**src/rtl/ttl_pkg.sv**
```systemverilog
// ---------------------------------------------------------------------------
// ttl_pkg
//   Shared definitions for the ttl_* block family.
//   - ttl_mode_e : two-bit operating mode, packed as {Enable_bar, Mode_bar}
//   - DEMUX_LATCH_WIDTH : default number of outputs of ttl_demux_latch
// ---------------------------------------------------------------------------
package ttl_pkg;

    typedef enum logic [1:0] {
        MODE_DEMUX  = 2'b00,
        MODE_LATCH  = 2'b01,
        MODE_CLEAR  = 2'b10,
        MODE_MEMORY = 2'b11
    } ttl_mode_e;

    localparam int DEMUX_LATCH_WIDTH = 8;

endpackage : ttl_pkg

```
**src/rtl/ttl_demux_latch_ptr.sv**
```systemverilog
// ---------------------------------------------------------------------------
// ttl_demux_latch_ptr
//   Wrapping slot pointer for the auto-addressing mode of ttl_demux_latch.
//   Priority: clear > load > incr. Counts 0 .. WIDTH_OUT-1 and emits a
//   registered one-cycle wrap pulse on the increment that returns it to 0.
//
//   Ports:
//     clk        rising-edge clock
//     rst        asynchronous, active-high reset
//     clear      synchronous clear of pointer and wrap
//     load       load load_value into the pointer
//     load_value value to load
//     incr       advance the pointer by one (wrapping)
//     ptr        current pointer value
//     wrap       high for the cycle after a wrapping increment
// ---------------------------------------------------------------------------
module ttl_demux_latch_ptr #(
    parameter int WIDTH_OUT    = 8,
    parameter int WIDTH_SELECT = $clog2(WIDTH_OUT)
) (
    input  logic                    clk,
    input  logic                    rst,
    input  logic                    clear,
    input  logic                    load,
    input  logic [WIDTH_SELECT-1:0] load_value,
    input  logic                    incr,
    output logic [WIDTH_SELECT-1:0] ptr,
    output logic                    wrap
);

    localparam logic [WIDTH_SELECT-1:0] PTR_LAST = WIDTH_SELECT'(WIDTH_OUT - 1);
    localparam logic [WIDTH_SELECT-1:0] PTR_ONE  = WIDTH_SELECT'(1);

    logic [WIDTH_SELECT-1:0] ptr_reg;
    logic [WIDTH_SELECT-1:0] ptr_next;
    logic                    wrap_reg;
    logic                    wrap_next;

    always_comb begin
        ptr_next  = ptr_reg;
        wrap_next = 1'b0;
        if (clear) begin
            ptr_next = '0;
        end else if (load) begin
            ptr_next = load_value;
        end else if (incr) begin
            if (ptr_reg == PTR_LAST) begin
                ptr_next  = '0;
                wrap_next = 1'b1;
            end else begin
                // A pointer loaded beyond the last slot (non-power-of-two
                // widths) simply counts on and rolls over at 2**WIDTH_SELECT.
                ptr_next = ptr_reg + PTR_ONE;
            end
        end
    end

    always_ff @(posedge clk or posedge rst) begin
        if (rst) begin
            ptr_reg  <= '0;
            wrap_reg <= 1'b0;
        end else begin
            ptr_reg  <= ptr_next;
            wrap_reg <= wrap_next;
        end
    end

    assign ptr  = ptr_reg;
    assign wrap = wrap_reg;

endmodule : ttl_demux_latch_ptr

```
**src/rtl/ttl_demux_latch.sv**
```systemverilog
// ---------------------------------------------------------------------------
// ttl_demux_latch
//   Clocked addressable demultiplexing latch. One data bit D is steered into
//   one of WIDTH_OUT registered outputs, addressed by Select or (when the
//   auto feature is built in) by an internal wrapping pointer.
//
//   Mode {Enable_bar, Mode_bar}:
//     01 LATCH  : Q[A] <= D, other bits hold
//     11 MEMORY : Q holds
//     00 DEMUX  : Q <= 0 except Q[A] <= D
//     10 CLEAR  : Q <= 0, Ptr <= 0
//   Addresses beyond WIDTH_OUT-1 match no output bit.
//
//   Build option: define ttl_DEMUX_LATCH_AUTO_EN to enable the Auto input,
//   the pointer and Wrap. Without it, Auto is ignored and Ptr/Wrap are 0.
//
//   Ports:
//     Clk        rising-edge clock
//     Clear      asynchronous, active-high reset (Q, Ptr, Wrap -> 0)
//     Enable_bar active-low write enable
//     Mode_bar   high: latch/memory, low: demux/clear
//     Auto       high: address from Ptr, low: address from Select
//     Select     explicit address
//     D          data bit
//     Q          latched outputs
//     Ptr        current pointer value
//     Wrap       one-cycle pulse after the pointer wraps
// ---------------------------------------------------------------------------
module ttl_demux_latch
    import ttl_pkg::*;
#(
    parameter int WIDTH_OUT    = DEMUX_LATCH_WIDTH,
    parameter int WIDTH_SELECT = $clog2(WIDTH_OUT),
    parameter int DELAY_RISE   = 0,
    parameter int DELAY_FALL   = 0
) (
    input  logic                    Clk,
    input  logic                    Clear,
    input  logic                    Enable_bar,
    input  logic                    Mode_bar,
    input  logic                    Auto,
    input  logic [WIDTH_SELECT-1:0] Select,
    input  logic                    D,
    output logic [WIDTH_OUT-1:0]    Q,
    output logic [WIDTH_SELECT-1:0] Ptr,
    output logic                    Wrap
);

    // Rise/fall delays only describe the timing of the modelled TTL part;
    // this implementation is zero-delay, so they are only range-checked.
    if (WIDTH_OUT < 2) begin : g_bad_width
        $error("ttl_demux_latch: WIDTH_OUT must be at least 2");
    end
    if (DELAY_RISE < 0 || DELAY_FALL < 0) begin : g_bad_delay
        $error("ttl_demux_latch: delays must be non-negative");
    end

    ttl_mode_e               mode;
    logic [WIDTH_SELECT-1:0] addr;
    logic [WIDTH_OUT-1:0]    q_reg;
    logic [WIDTH_OUT-1:0]    q_next;

    assign mode = ttl_mode_e'({Enable_bar, Mode_bar});

`ifdef ttl_DEMUX_LATCH_AUTO_EN
    logic [WIDTH_SELECT-1:0] ptr_value;
    logic                    wrap_value;

    // Auto=0 tracks Select every cycle; Auto=1 advances after each write
    // (LATCH or DEMUX) and holds in MEMORY. CLEAR wins over both.
    ttl_demux_latch_ptr #(
        .WIDTH_OUT    (WIDTH_OUT),
        .WIDTH_SELECT (WIDTH_SELECT)
    ) u_ptr (
        .clk        (Clk),
        .rst        (Clear),
        .clear      (mode == MODE_CLEAR),
        .load       (!Auto),
        .load_value (Select),
        .incr       (Auto && !Enable_bar),
        .ptr        (ptr_value),
        .wrap       (wrap_value)
    );

    // The write in a cycle uses the pointer value held during that cycle.
    assign addr = Auto ? ptr_value : Select;
    assign Ptr  = ptr_value;
    assign Wrap = wrap_value;
`else
    logic unused_auto;

    assign unused_auto = Auto;
    assign addr        = Select;
    assign Ptr         = '0;
    assign Wrap        = 1'b0;
`endif

    // Per-bit next-state: each output bit decodes its own address match, so
    // an out-of-range address naturally writes nothing.
    for (genvar gi = 0; gi < WIDTH_OUT; gi++) begin : g_bit
        localparam logic [WIDTH_SELECT-1:0] BIT_ADDR = WIDTH_SELECT'(gi);

        logic hit;
        logic bit_next;

        assign hit = (addr == BIT_ADDR);

        always_comb begin
            bit_next = q_reg[gi];
            case (mode)
                MODE_LATCH:  if (hit) bit_next = D;
                MODE_MEMORY: bit_next = q_reg[gi];
                MODE_DEMUX:  bit_next = hit & D;
                MODE_CLEAR:  bit_next = 1'b0;
                default:     bit_next = q_reg[gi];
            endcase
        end

        assign q_next[gi] = bit_next;
    end

    always_ff @(posedge Clk or posedge Clear) begin
        if (Clear) begin
            q_reg <= '0;
        end else begin
            q_reg <= q_next;
        end
    end

    assign Q = q_reg;

endmodule : ttl_demux_latch

```
**config.mk**
```make
export PLATFORM = sky130hd
export DESIGN_NAME = ttl_demux_latch
export DESIGN_NICKNAME = d
export VERILOG_FILES = /design/src/rtl/ttl_pkg.sv /design/src/rtl/ttl_demux_latch_ptr.sv /design/src/rtl/ttl_demux_latch.sv
export SDC_FILE = /design/constraint.sdc
export NUM_CORES = 1
export LEC_CHECK = 0
export ABC_AREA = 1
export BUFFER_PORTS_ARGS = -buffer_cell sky130_fd_sc_hd__buf_2
export CORE_MARGIN = 4
export CORE_UTILIZATION = 35
export CTS_CLUSTER_DIAMETER = 200
export CTS_CLUSTER_SIZE = 28
export DETAILED_ROUTE_END_ITERATION = 10
export MAX_ROUTING_LAYER = met4
export SETUP_SLACK_MARGIN = 0.02
export SYNTH_ARGS = -nofsm -noshare
export SYNTH_HDL_FRONTEND = slang
export SYNTH_SLANG_ARGS = --single-unit
```
**constraint.sdc**
```tcl
create_clock -name Clk -period 1.2 [get_ports Clk]
set_input_delay 0.24 -clock Clk [delete_from_list [all_inputs] [get_ports Clk]]
set_output_delay 0.24 -clock Clk [all_outputs]
set_load 0.005 [all_outputs]
```
# Word-level counts from Yosys, hierarchy flattened
# Cells that the tools add are included.
[word_totals]
regBits = 8
inputBits = 9
output_inout_bits = 12
elab_cells = 61
[classes]
n_eq_ne = 18
mux = 16
n_bitwise = 9
reduce_logical = 10
[ops]
columns = ["op", "count"]
rows = [
  ["one-hot mux 1 bit (3 select lines)", 8],
  ["inequality test 2 bit, second input constant", 8],
  ["AND reduction 2 bit", 8],
  ["== test 3 bit, second input constant", 4],
  ["AND 1 bit", 8],
  ["two-way mux 1 bit", 8],
  ["== test 3 x 2 -> 1 bit, second input constant", 2],
  ["== test 2 bit, second input constant", 2],
  ["== test 3 x 1 -> 1 bit, second input constant", 1],
  ["logical NOT 3 bit", 1],
  ["== test 2 x 1 -> 1 bit, second input constant", 1],
  ["logical NOT 2 bit", 1],
  ["NOT 1 bit", 1],
]

# Depth between registers and ports, before layout
# Gate-level depths: netlist (run 1).
[depth]
word_depth = 3
mapped_depth = 6
depth_no_buf = 6

# Worst setup path after synthesis (run 1)
# Ideal clock, no wire load.
[synth_timing]
path_kind = "input to register"
startpoint = "input port Select[1]"
endpoint = "register q_reg[4], in the netlist Q[4]"
setup_time_ns = 0.113
arrival_ns = 0.599
required_time_ns = 1.087
setup_slack_ns = 0.488
stages = 4
path_buffers = 0
cell_sequence = "nor2_1 nand3_1 nand2_1 inv_1"
[synth_between]
elab_chain_len = 3
elab_cells_between_ends = 5
cone_classes = "2 x eq/ne; 1 x mux; 1 x bitwise; 1 x reduce/logical"
[synth_rtl]
columns = ["element", "line", "source"]
rows = [
  ["start: declaration", "ttl_demux_latch.sv:42", "input logic [WIDTH_SELECT-1:0] Select,"],
  ["== test 3 bit (*)", "ttl_demux_latch.sv:106", "assign hit = (addr == BIT_ADDR);"],
  ["AND 1 bit / inequality test 2 bit (equally long branches)", "n/a", ""],
  ["one-hot mux 1 bit (3 select lines) / AND reduction 2 bit (equally long branches)", "n/a", ""],
  ["end signal: assignment", "ttl_demux_latch.sv:126", "q_reg <= q_next;"],
  ["end: declaration", "ttl_demux_latch.sv:60", "logic [WIDTH_OUT-1:0] q_reg;"],
]
# Every way passes the cells marked *; elsewhere a longest branch is shown, timed or not.
# A chain may end at the register's enable or synchronous reset.

# Final worst setup path (run 1)
[layout_timing]
startpoint = "register q_reg[5], in the netlist Q[5]"
endpoint = "output port Q[5]"
[layout_rtl]
columns = ["element", "line", "source"]
rows = [
  ["end: declaration", "ttl_demux_latch.sv:44", "output logic [WIDTH_OUT-1:0] Q,"],
]
# No word-level cell between the ends.

==> results by group, run 1 <==
Global route
  • Total track usage: 10.68%
  • Remaining global-route overflow: 0
  • First-pass GRT wire length: 1524 um
  • Via count of the first global-routing pass: 380
  • Number of antenna violations at the first check in global routing: 0
  • Largest net degree at the start of global routing: 9

Yosys
  • Post-synthesis instance total: 74
  • Yosys warnings: 0
  • Mapped Area: 506.7 sq um
  • Post-synthesis register bit count: 8
  • Library cell occupying the most area in the post-synthesis netlist: dfrtp_1
  • Area share of the leading cell type in the synthesized netlist: 39.51%
  • Cell types with the largest area share after synthesis: dfrtp_1 (40%), nand2_1 (24%), nand3_1 (7.9%), inv_1 (7.4%), buf_4 (5.9%)
  • Number of distinct library cells after synthesis: 13
  • Sequential cell area fraction in the yosys report: 39.51%
  • Average cell area after synthesis: 6.848 sq um

CTS
  • Hold buffers post-CTS: 1
  • Number of gates resized after cts: 0
  • Clock tree from TritonCTS: yes
  • Total CTS buffers: 3
  • Post-CTS Repair Setup Buffers: 0
  • Clock Tree Root: clkbuf_4
  • Maximum buffer depth of the clock tree: 2
  • Worst-Skew Late Latency: 0.25 ns
  • Deepest level of the CTS H-tree: 1
  • Post-CTS clock slew at the launch and capture registers of the worst setup and hold paths: 0.05 ns
  • Number of sinks on the clock net: 8

Finish
  • Register containing the most flip-flops in the final layout: Q
  • Fin area: 609.3 sq um
  • Number of diodes: 0
  • Filler Cell Count: 152
  • Area of the multi-input gates: 217.7 sq um
  • Non-filler instance count after layout: 106
  • Proportion of layout cells with a drive suffix above 1: 27.47%
  • NumNets Final: 102
  • Number of flip-flops in the largest register: 8
  • Seq. cell area: 200.2 sq um
  • Registers with the most flip-flops: Q (8)
  • Area Overhead vs Synth: 20.25%

Route
  • Via density per instance: 4.142
  • Total wirelength of the detailed-routed design: 931 um
  • DRC viols: 0
  • Detailed router's first-iteration violation count: 3
  • Number of iterations in the first detailed-routing pass: 2
  • Detailed-route via count: 439
  • Detail-routed net length per standard cell: 8.783 um
  • Number of nets with antenna violations after routing: 0

Die
  • I/O pins: 21
  • Placeable core area: 1334 sq um
  • Initial core utilization: 37.99%
  • Row count: 13
  • Die outline area: 2121 sq um
  • X dimension of the die: 46.05 um
  • Die Y-Extent: 46.05 um

Worst setup path
  • Critical path's top delay family: flip-flops
  • Peak fanout along the critical path: 2
  • Worst Reg2Reg Path Length in Cells: 4
  • Timing startpoint of the critical path: Q[5]
  • Worst setup path end: Q[5]
  • Data required time of the worst path: 0.96 ns
  • Crit path buffers/inverters: 1
  • Cell depth of the worst setup path: 1
  • CP startpoint kind: flop
  • Sort of element at the end of the critical path: primary output
  • Peak per-stage delay on the critical path: 0.37 ns
  • Classification of the worst setup path: flop to primary output
  • R2R Setup Slk: 0.51 ns
  • Crit-path cells: buf_2
  • CP max-delay cell: dfrtp_1
  • Crit path DAT: 0.75 ns
  • Critical R2R Launch: Q[2]
  • Endpoint of the lowest-slack register-to-register path: Q[2]

Placement
  • Port Buffers: 15
  • Instance area after placement: 576.8 sq um
  • Number of cells in the design after placement: 102
  • Final weighted congestion in routability-driven placement: 0.7258
  • Final HPWL from detailed placement: 723.6 um

Timing
  • Hold Violations, Final: 0
  • Max-slew violations: 0
  • Minimum period implied by the final worst setup slack: 0.9913 ns
  • Final count of negative-setup-slack endpoints: 0
  • Largest clock skew in the final design: 0 ns
  • Portion of the clock cycle consumed by the worst path in the final layout: 82.61%
  • Highest Clock Rate: 1009 MHz
  • Total negative setup slack: 0 ns
  • Setup repair after global routing missed its margin: no

Worst hold path
  • Hold crit path type: input port to flop

Run
  • MaxCap Viol Count: 0

Power and ir drop
  • Power density relative to cell area: 984.8 nW/um^2
  • Total power consumption of the routed design: 600.1 uW
  • Worst VDD drop: 0.0005541 V
  • Leakage: 0.0004026 uW

Status
  • Status: finished clean
## per-layer routing
metal | global-route usage (%) | wire, um
met5 | - | 0
met4 | 3.409 | 0
met3 | 7.031 | 83
met2 | 16.21 | 429
met1 | 11.16 | 418
## worst min-delay path, cell delays in order
cell and delay, ns:
buf_2 0.12, nor2_2 0.06, nand3_1 0.06, nand2_1 0.05, inv_1 0.04
## final cells by class
cell class              count  area share, %
flip-flops and latches      8          32.85
clock buffers               3          3.696
inverters                  14          10.68
multi-input cells          50          35.73
repair buffers             16          13.96
well taps                  15          3.080
## cell usage after synthesis
master,instances
nor2_2,2
nand3_1,8
dfrtp_1,8
buf_4,4
clkbuf_2,1
inv_12,1
nor2_1,1
nand2_1,33
conb_1,1
inv_1,10
clkinv_1,1
nor2_4,2
inv_2,2
## cells by family after synthesis
family	synth area share (%)
flip-flops	39.51
buffers and inverters	19.75
AND/OR/NAND/NOR	40.00
other	0.7400
## stage by stage
stage / utilization [%] / worst slack [ns] / hold slack [ns]
2_1_floorplan: - / 0.4885 / 0.05566
3_3_place_gp: 43.25 / 0.2939 / 0.1988
3_5_place_dp: 43.25 / 0.2807 / 0.1992
4_1_cts: 45.68 / 0.2005 / 0.3442
5_1_grt: 45.68 / 0.1664 / 0.3791
6_report: 45.68 / 0.2087 / 0.3468
## power by group
part / total [uW] / internal (uW) / switching, uW
clock network: 201 / 114 / 86.8
registers: 291 / 285 / 6.24
logic: 108 / 40.5 / 67.5
## cells in the final DEF (no fill, tap or decap)
cell           instances
nand3_1                8
nor2_2                 2
nand2_1               33
nor2_1                 1
inv_1                 10
conb_1                 4
clkinv_1               1
clkbuf_4               3
dfrtp_1                8
dlygate4sd3_1          1
buf_2                 15
inv_12                 1
nor2_4                 2
inv_2                  2
## worst min-delay path by stage
stage,start,endpoint,slack (ns),cells after the start
after detailed placement,Clear,Q[1],0.20,2
after CTS,Select[1],Q[1],0.34,5
after global routing,Enable_bar,Q[7],0.38,5
after global placement,Clear,Q[7],0.20,2
final,Select[1],Q[1],0.35,5
after floorplan,Clear,Q[0],0.06,1
No activity file was read; power rests on OpenSTA's default activity.
==> inputs of run 2 (changes only) <==
--- a/config.mk
+++ b/config.mk
@@ -5,13 +5,13 @@
 export SDC_FILE = /design/constraint.sdc
 export NUM_CORES = 1
 export LEC_CHECK = 0
-export ABC_AREA = 1
+export ABC_AREA = 0
 export BUFFER_PORTS_ARGS = -buffer_cell sky130_fd_sc_hd__buf_2
-export CORE_MARGIN = 4
-export CORE_UTILIZATION = 35
+export CORE_AREA = 4 4 41 43
 export CTS_CLUSTER_DIAMETER = 200
 export CTS_CLUSTER_SIZE = 28
 export DETAILED_ROUTE_END_ITERATION = 10
+export DIE_AREA = 0 0 45 47
 export MAX_ROUTING_LAYER = met4
 export SETUP_SLACK_MARGIN = 0.02
 export SYNTH_ARGS = -nofsm -noshare
==> constraint.sdc (replaced) <==
create_clock -name Clk -period 0.9 [get_ports Clk]
set_input_delay 0.18 -clock Clk [delete_from_list [all_inputs] [get_ports Clk]]
set_output_delay 0.18 -clock Clk [all_outputs]
set_load 0.005 [all_outputs]
==> run 2 against run 1 <==
Net effect: the run now ends with negative setup slack left; clock skew is the same; synthesized cell count shrank 46%; largest power group unchanged; global-route usage grew 0.26 points; combinational power grew 7%; total power grew 29%; sequential share of layout area grew 1.0 points; highest routed layer is now met4; core utilization shrank 0.30 points; worst setup slack lost 0.24 ns; register-to-register slack lost 0.34 ns; clock power grew 38%; via count shrank 16%; die area shrank 0.26%.
==> results by group, run 2 <==
Global route
  • Largest net degree at the start of global routing: 9 (unchanged)
  • Remaining global-route overflow: 0 (unchanged)
  • Number of antenna violations at the first check in global routing: 0 (unchanged)
  • First-pass GRT wire length: 1524 um (unchanged)
  • Via count of the first global-routing pass: 370 (was 380)
  • Total track usage: 10.94% (was 10.68%)

Worst setup path
  • Worst Reg2Reg Path Length in Cells: 3 (was 4)
  • Peak per-stage delay on the critical path: 0.37 ns (about the same)
  • Sort of element at the end of the critical path: primary output (unchanged)
  • Crit path DAT: 0.76 ns (was 0.75 ns)
  • Crit path buffers/inverters: 1 (unchanged)
  • Critical path's top delay family: flip-flops (unchanged)
  • Timing startpoint of the critical path: Q[0] (was Q[5])
  • Endpoint of the lowest-slack register-to-register path: Q[6] (was Q[2])
  • Critical R2R Launch: Q[6] (was Q[2])
  • CP startpoint kind: flop (unchanged)
  • CP max-delay cell: dfrtp_1 (unchanged)
  • Crit-path cells: buf_2 (unchanged)
  • Peak fanout along the critical path: 2 (unchanged)
  • Data required time of the worst path: 0.72 ns (was 0.96 ns)
  • Classification of the worst setup path: flop to primary output (unchanged)
  • Cell depth of the worst setup path: 1 (unchanged)
  • R2R Setup Slk: 0.17 ns (was 0.51 ns)

CTS
  • Maximum buffer depth of the clock tree: 2 (unchanged)
  • Clock Tree Root: clkbuf_4 (unchanged)
  • Post-CTS clock slew at the launch and capture registers of the worst setup and hold paths: 0.05 ns (about the same)
  • Deepest level of the CTS H-tree: 1 (unchanged)
  • Total CTS buffers: 3 (unchanged)
  • Clock tree from TritonCTS: yes (unchanged)
  • Worst-Skew Late Latency: 0.25 ns (about the same)
  • Number of sinks on the clock net: 8 (unchanged)

Die
  • Initial core utilization: 33.37% (was 37.99%)
  • Placeable core area: 1301 sq um (was 1334 sq um)
  • Row count: 13 (unchanged)
  • X dimension of the die: 45 um (was 46.05 um)
  • I/O pins: 21 (unchanged)
  • Die outline area: 2115 sq um (was 2121 sq um)
  • Die Y-Extent: 47 um (was 46.05 um)

Route
  • Detailed router's first-iteration violation count: 3 (unchanged)
  • Detailed-route via count: 369 (was 439)
  • Number of nets with antenna violations after routing: 0 (unchanged)
  • DRC viols: 0 (unchanged)
  • Total wirelength of the detailed-routed design: 950 um (was 931 um)
  • Via density per instance: 4.671 (was 4.142)
  • Number of iterations in the first detailed-routing pass: 3 (was 2)
  • Detail-routed net length per standard cell: 12.03 um (was 8.783 um)

Timing
  • Largest clock skew in the final design: 0 ns (unchanged)
  • Minimum period implied by the final worst setup slack: 0.9350 ns
  • Hold Violations, Final: 0 (unchanged)
  • Final count of negative-setup-slack endpoints: 8 (was 0)
  • Setup repair after global routing missed its margin: yes (was no)
  • Setup slack after layout: -0.03503 ns (was 0.2087 ns)
  • Portion of the clock cycle consumed by the worst path in the final layout: 103.9%
  • Max-slew violations: 0 (unchanged)
  • Highest Clock Rate: 1069 MHz

Yosys
  • Library cell occupying the most area in the post-synthesis netlist: dfrtp_1 (unchanged)
  • Sequential cell area fraction in the yosys report: 46.11% (was 39.51%)
  • Mapped Area: 434.2 sq um (was 506.7 sq um)
  • Synth async-reset ratio: 100.0% (unchanged)
  • Average cell area after synthesis: 10.85 sq um (was 6.848 sq um)
  • Dominant synthesized flop cell: dfrtp_1 (unchanged)
  • Post-synthesis instance total: 40 (was 74)
  • Post-synth top cells: dfrtp_1 (8), mux2i_1 (8), nand2_1 (8), buf_4 (4) (was nand2_1 (33), inv_1 (10), dfrtp_1 (8), nand3_1 (8), buf_4 (4))
  • Post-synthesis register bit count: 8 (unchanged)
  • Cell types with the largest area share after synthesis: dfrtp_1 (46%), mux2i_1 (18%), and4bb_1 (8.6%), buf_4 (6.9%), nand2_1 (6.9%) (was dfrtp_1 (40%), nand2_1 (24%), nand3_1 (7.9%), inv_1 (7.4%), buf_4 (5.9%))
  • Number of synthesized flops with an enable pin: 0 (unchanged)
  • Area share of the leading cell type in the synthesized netlist: 46.11% (was 39.51%)
  • Yosys warnings: 0 (unchanged)
  • Number of distinct library cells after synthesis: 11 (was 13)

Finish
  • Proportion of layout cells with a drive suffix above 1: 39.06% (was 27.47%)
  • Filler Cell Count: 137 (was 152)
  • NumNets Final: 75 (was 102)
  • Leading cell types in the layout, fill and taps excluded: buf_2 (15), dfrtp_1 (8), nand2_1 (8), mux2i_1 (8), buf_4 (7) (was nand2_1 (33), buf_2 (15), inv_1 (10))
  • Register containing the most flip-flops in the final layout: Q (unchanged)
  • Most common cell after layout, fill and taps aside: buf_2 (was nand2_1)
  • Area Overhead vs Synth: 36.02% (was 20.25%)
  • Number of diodes: 0 (unchanged)
  • Registers with the most flip-flops: Q (8) (unchanged)
  • Number of flip-flops in the largest register: 8 (unchanged)
  • Fin area: 590.6 sq um (was 609.3 sq um)
  • Non-filler instance count after layout: 79 (was 106)

Placement
  • Number of cells in the design after placement: 72 (was 102)
  • Final weighted congestion in routability-driven placement: 0.7275 (was 0.7258)
  • Port Buffers: 15 (unchanged)
  • Instance area after placement: 535.5 sq um (was 576.8 sq um)

Worst hold path
  • Beginning of the worst hold path: Mode_bar (was Select[1])
  • Hold path depth: 3 (was 5)
  • Hold crit path type: input port to flop (unchanged)
  • Hold Path End: Q[4] (was Q[1])

Power and ir drop
  • Worst VDD drop: 0.0006895 V (was 0.0005541 V)
  • Leakage: 0.0003163 uW (was 0.0004026 uW)
  • Power density relative to cell area: 1308 nW/um^2 (was 984.8 nW/um^2)

Status
  • Violated checks: negative setup slack
  • Status: complete, but fails checks (was finished clean)

Run
  • MaxCap Viol Count: 0 (unchanged)
[run 2: kinds of logic (layout without fill, tap and decap cells)]
family | Yosys count | in the layout | synth area share (%)
AND/OR/NAND/NOR | 16 | 16 | 25.08
buffers and inverters | 7 | 28 | 9.510
multiplexers | 8 | 8 | 18.44
other | 1 | 4 | 0.8637
flip-flops | 8 | 8 | 46.11
[run 2: repair_timing]
item	in CTS	in global routing
hold buffers	1	0
endpoints found under the hold margin	8	0
buffers inserted	1	2
gates resized for setup	0	0
setup endpoints to repair	8	8
[run 2: worst max path at each step]
| stage | end | slack (ns) |
|---|---|---|
| after floorplan | Q[1] | 0.10 |
| after global placement | Q[4] | -0.11 |
| after detailed placement | Q[1] | -0.12 |
| after CTS | Q[0] | -0.04 |
| after global routing | Q[0] | -0.07 |
| final | Q[0] | -0.04 |
[run 2: where the power goes]
| group | switching, uW | internal [uW] |
|---|---|---|
| Sequential | 5.54 | 372 |
| Combinational | 57.9 | 58.3 |
| Clock | 125 | 153 |
| Total | 189 | 584 |
[run 2: through the flow]
stage | setup WS [ns] | total power, uW | util [%] | TNS, ns | hold slack [ns]
floorplan | 0.1011 | 443.2 | - | 0 | -0.004342
global placement | -0.1083 | 489.9 | 41.15 | -0.5578 | 0.1399
detailed placement | -0.1154 | 492.1 | 41.15 | -0.5843 | 0.1458
CTS | -0.04172 | 774.9 | 44.23 | -0.2939 | 0.2434
global route | -0.06669 | 809.7 | 45.38 | -0.4420 | 0.2607
finish | -0.03503 | 772.4 | 45.38 | -0.2393 | 0.2420
[run 2: per-layer routing]
layer | part of all wire, % | vias to the layer above | track usage [%]
met3 | 6.8 | 4 | 2.682
met4 | 2.6 | 0 | 10.53
met1 | 48 | 170 | 12.56
met5 | 0 | - | -
met2 | 42 | 14 | 15.25
li1 | - | 181 | -
[run 2: cell type report]
class / instances / area (sq um) / share of cell area [%]
Clock buffer: 3 / 22.52 / 3.814
Inverter: 2 / 7.507 / 1.271
Multi-Input combinational cell: 28 / 203.9 / 34.53
Sequential cell: 8 / 200.2 / 33.90
Tap cell: 15 / 18.77 / 3.178
Timing Repair Buffer: 23 / 137.6 / 23.31
==> inputs of run 3 (changes only) <==
--- a/config.mk
+++ b/config.mk
@@ -14,6 +14,7 @@
 export DIE_AREA = 0 0 45 47
 export MAX_ROUTING_LAYER = met4
 export SETUP_SLACK_MARGIN = 0.02
+export SKIP_CTS_REPAIR_TIMING = 1
 export SYNTH_ARGS = -nofsm -noshare
 export SYNTH_HDL_FRONTEND = slang
 export SYNTH_SLANG_ARGS = --single-unit
==> run 3 against run 2 <==
Net effect: the flow still finishes with violations (negative setup slack); core utilization unchanged; final cell count unchanged; sequential power about the same; total power rose by 0.19%; clock-buffer cell count is the same; highest routed layer unchanged; flip-flop and latch count is the same; global-route usage shrank 0.41 points; final area unchanged.
==> results by group, run 3 (synthesized netlist as in run 2, its figures left out) <==
Worst setup path
  • CP startpoint kind: flop (unchanged)
  • CP max-delay cell: dfrtp_1 (unchanged)
  • Sort of element at the end of the critical path: primary output (unchanged)
  • Crit path DAT: 0.76 ns (about the same)
  • Peak per-stage delay on the critical path: 0.37 ns (about the same)
  • Critical path's top delay family: flip-flops (unchanged)
  • Classification of the worst setup path: flop to primary output (unchanged)
  • Crit-path cells: buf_2 (unchanged)
  • Crit path buffers/inverters: 1 (unchanged)
  • Data required time of the worst path: 0.72 ns (about the same)
  • Worst Reg2Reg Path Length in Cells: 3 (unchanged)
  • Endpoint of the lowest-slack register-to-register path: Q[6] (unchanged)
  • Critical R2R Launch: Q[6] (unchanged)
  • Peak fanout along the critical path: 2 (unchanged)
  • R2R Setup Slk: 0.17 ns (about the same)

Finish
  • Number of flip-flops in the largest register: 8 (unchanged)
  • Filler Cell Count: 138 (was 137)
  • Registers with the most flip-flops: Q (8) (unchanged)
  • Number of diodes: 0 (unchanged)
  • Proportion of layout cells with a drive suffix above 1: 39.06% (unchanged)
  • Most common cell after layout, fill and taps aside: buf_2 (unchanged)
  • Register containing the most flip-flops in the final layout: Q (unchanged)
  • NumNets Final: 75 (unchanged)
  • Leading cell types in the layout, fill and taps excluded: buf_2 (15), dfrtp_1 (8), nand2_1 (8), mux2i_1 (8), buf_4 (7) (unchanged)
  • Area Overhead vs Synth: 36.02% (unchanged)
  • Util after Layout: 45.38% (unchanged)

Timing
  • Post-Route Hold Slack: 0.2408 ns (was 0.2420 ns)
  • Total negative setup slack: -0.2511 ns (was -0.2393 ns)
  • Final count of negative-setup-slack endpoints: 8 (unchanged)
  • Setup repair after global routing missed its margin: yes (unchanged)
  • Portion of the clock cycle consumed by the worst path in the final layout: 104.0% (was 103.9%)
  • Minimum period implied by the final worst setup slack: 0.9361 ns (was 0.9350 ns)
  • Highest Clock Rate: 1068 MHz (was 1069 MHz)
  • Setup slack after layout: -0.03613 ns (was -0.03503 ns)
  • Largest clock skew in the final design: 0 ns (unchanged)
  • Hold Violations, Final: 0 (unchanged)
  • Max-slew violations: 0 (unchanged)

Global route
  • Met1 routing resource usage after global routing: 11.86% (was 12.56%)
  • GRT met3 Usage: 2.682% (unchanged)
  • Largest net degree at the start of global routing: 9 (unchanged)
  • First-pass GRT wire length: 1469 um (was 1524 um)
  • Remaining global-route overflow: 0 (unchanged)
  • Gr busiest metal: met2 (unchanged)
  • Routing usage on met2: 14.69% (was 15.25%)
  • Total track usage: 10.53% (was 10.94%)
  • Number of antenna violations at the first check in global routing: 0 (unchanged)
  • Via count of the first global-routing pass: 360 (was 370)

CTS
  • Post-CTS clock slew at the launch and capture registers of the worst setup and hold paths: 0.05 ns (about the same)
  • Maximum buffer depth of the clock tree: 2 (unchanged)
  • Clock Tree Root: clkbuf_4 (unchanged)
  • Deepest level of the CTS H-tree: 1 (unchanged)
  • Number of sinks on the clock net: 8 (unchanged)
  • Clock tree from TritonCTS: yes (unchanged)
  • Total CTS buffers: 3 (unchanged)
  • Worst-Skew Late Latency: 0.26 ns (was 0.25 ns)

Die
  • Initial core utilization: 33.37% (unchanged)
  • Row count: 13 (unchanged)
  • X dimension of the die: 45 um (unchanged)
  • Die outline area: 2115 sq um (unchanged)
  • Die Y-Extent: 47 um (unchanged)
  • Placeable core area: 1301 sq um (unchanged)
  • I/O pins: 21 (unchanged)

Placement
  • Port Buffers: 15 (unchanged)
  • Minimum setup slack after placement: -0.1154 ns (unchanged)
  • Final weighted congestion in routability-driven placement: 0.7275 (unchanged)

Worst hold path
  • Hold path depth: 3 (unchanged)
  • Beginning of the worst hold path: Mode_bar (unchanged)
  • Hold crit path type: input port to flop (unchanged)
  • Hold Path End: Q[4] (unchanged)

Route
  • Total wirelength of the detailed-routed design: 954 um (was 950 um)
  • DRC viols: 0 (unchanged)
  • Number of nets with antenna violations after routing: 0 (unchanged)
  • Detail-routed net length per standard cell: 12.08 um (was 12.03 um)
  • Via density per instance: 4.747 (was 4.671)
  • Number of iterations in the first detailed-routing pass: 4 (was 3)
  • Detailed-route via count: 375 (was 369)
  • Detailed router's first-iteration violation count: 3 (unchanged)

Status
  • Violated checks: negative setup slack (unchanged)
  • Status: complete, but fails checks (unchanged)

Power and ir drop
  • Power density relative to cell area: 1310 nW/um^2 (was 1308 nW/um^2)
  • Worst VDD drop: 0.0006900 V (was 0.0006895 V)
  • Total power consumption of the routed design: 773.9 uW (was 772.4 uW)
  • Leakage: 0.0003163 uW (unchanged)

Run
  • MaxCap Viol Count: 0 (unchanged)
==> run 3: cell type report <==
class | instances | area (sq um) | share of cell area (%)
sequential | 8 | 200.2 | 33.90
clock buffer | 3 | 22.52 | 3.814
inverter | 2 | 7.507 | 1.271
tap | 15 | 18.77 | 3.178
multi-input combinational | 28 | 203.9 | 34.53
timing repair buffer | 23 | 137.6 | 23.31
==> run 3: metal layers <==
| metal | wire (um) | vias to the layer above |
|---|---|---|
| li1 | - | 181 |
| met1 | 442 | 175 |
| met2 | 417 | 15 |
| met3 | 67 | 4 |
| met4 | 27 | 0 |
| met5 | 0 | - |
==> run 3: through the flow <==
step | cells | cell area [sq um]
after floorplan | 43 | 445.4
after global placement | 72 | 535.5
after detailed placement | 72 | 535.5
after CTS | 75 | 558.0
after global routing | 79 | 590.6
final | 79 | 590.6
==> run 3: where the power goes <==
| group | switching (uW) | internal, uW | total, uW |
|---|---|---|---|
| logic | 58.0 | 58.3 | 116 |
| registers | 5.58 | 372 | 378 |
| clock network | 127 | 153 | 280 |
==> run 3: worst max path at each step <==
stage | startpoint | to | slack, ns | depth (start not counted)
finish | Q[0] | Q[0] | -0.04 | 1
global placement | Enable_bar | Q[4] | -0.11 | 3
CTS | Q[7] | Q[7] | -0.05 | 1
floorplan | Enable_bar | Q[1] | 0.10 | 2
detailed placement | Enable_bar | Q[1] | -0.12 | 3
global route | Q[0] | Q[0] | -0.07 | 1
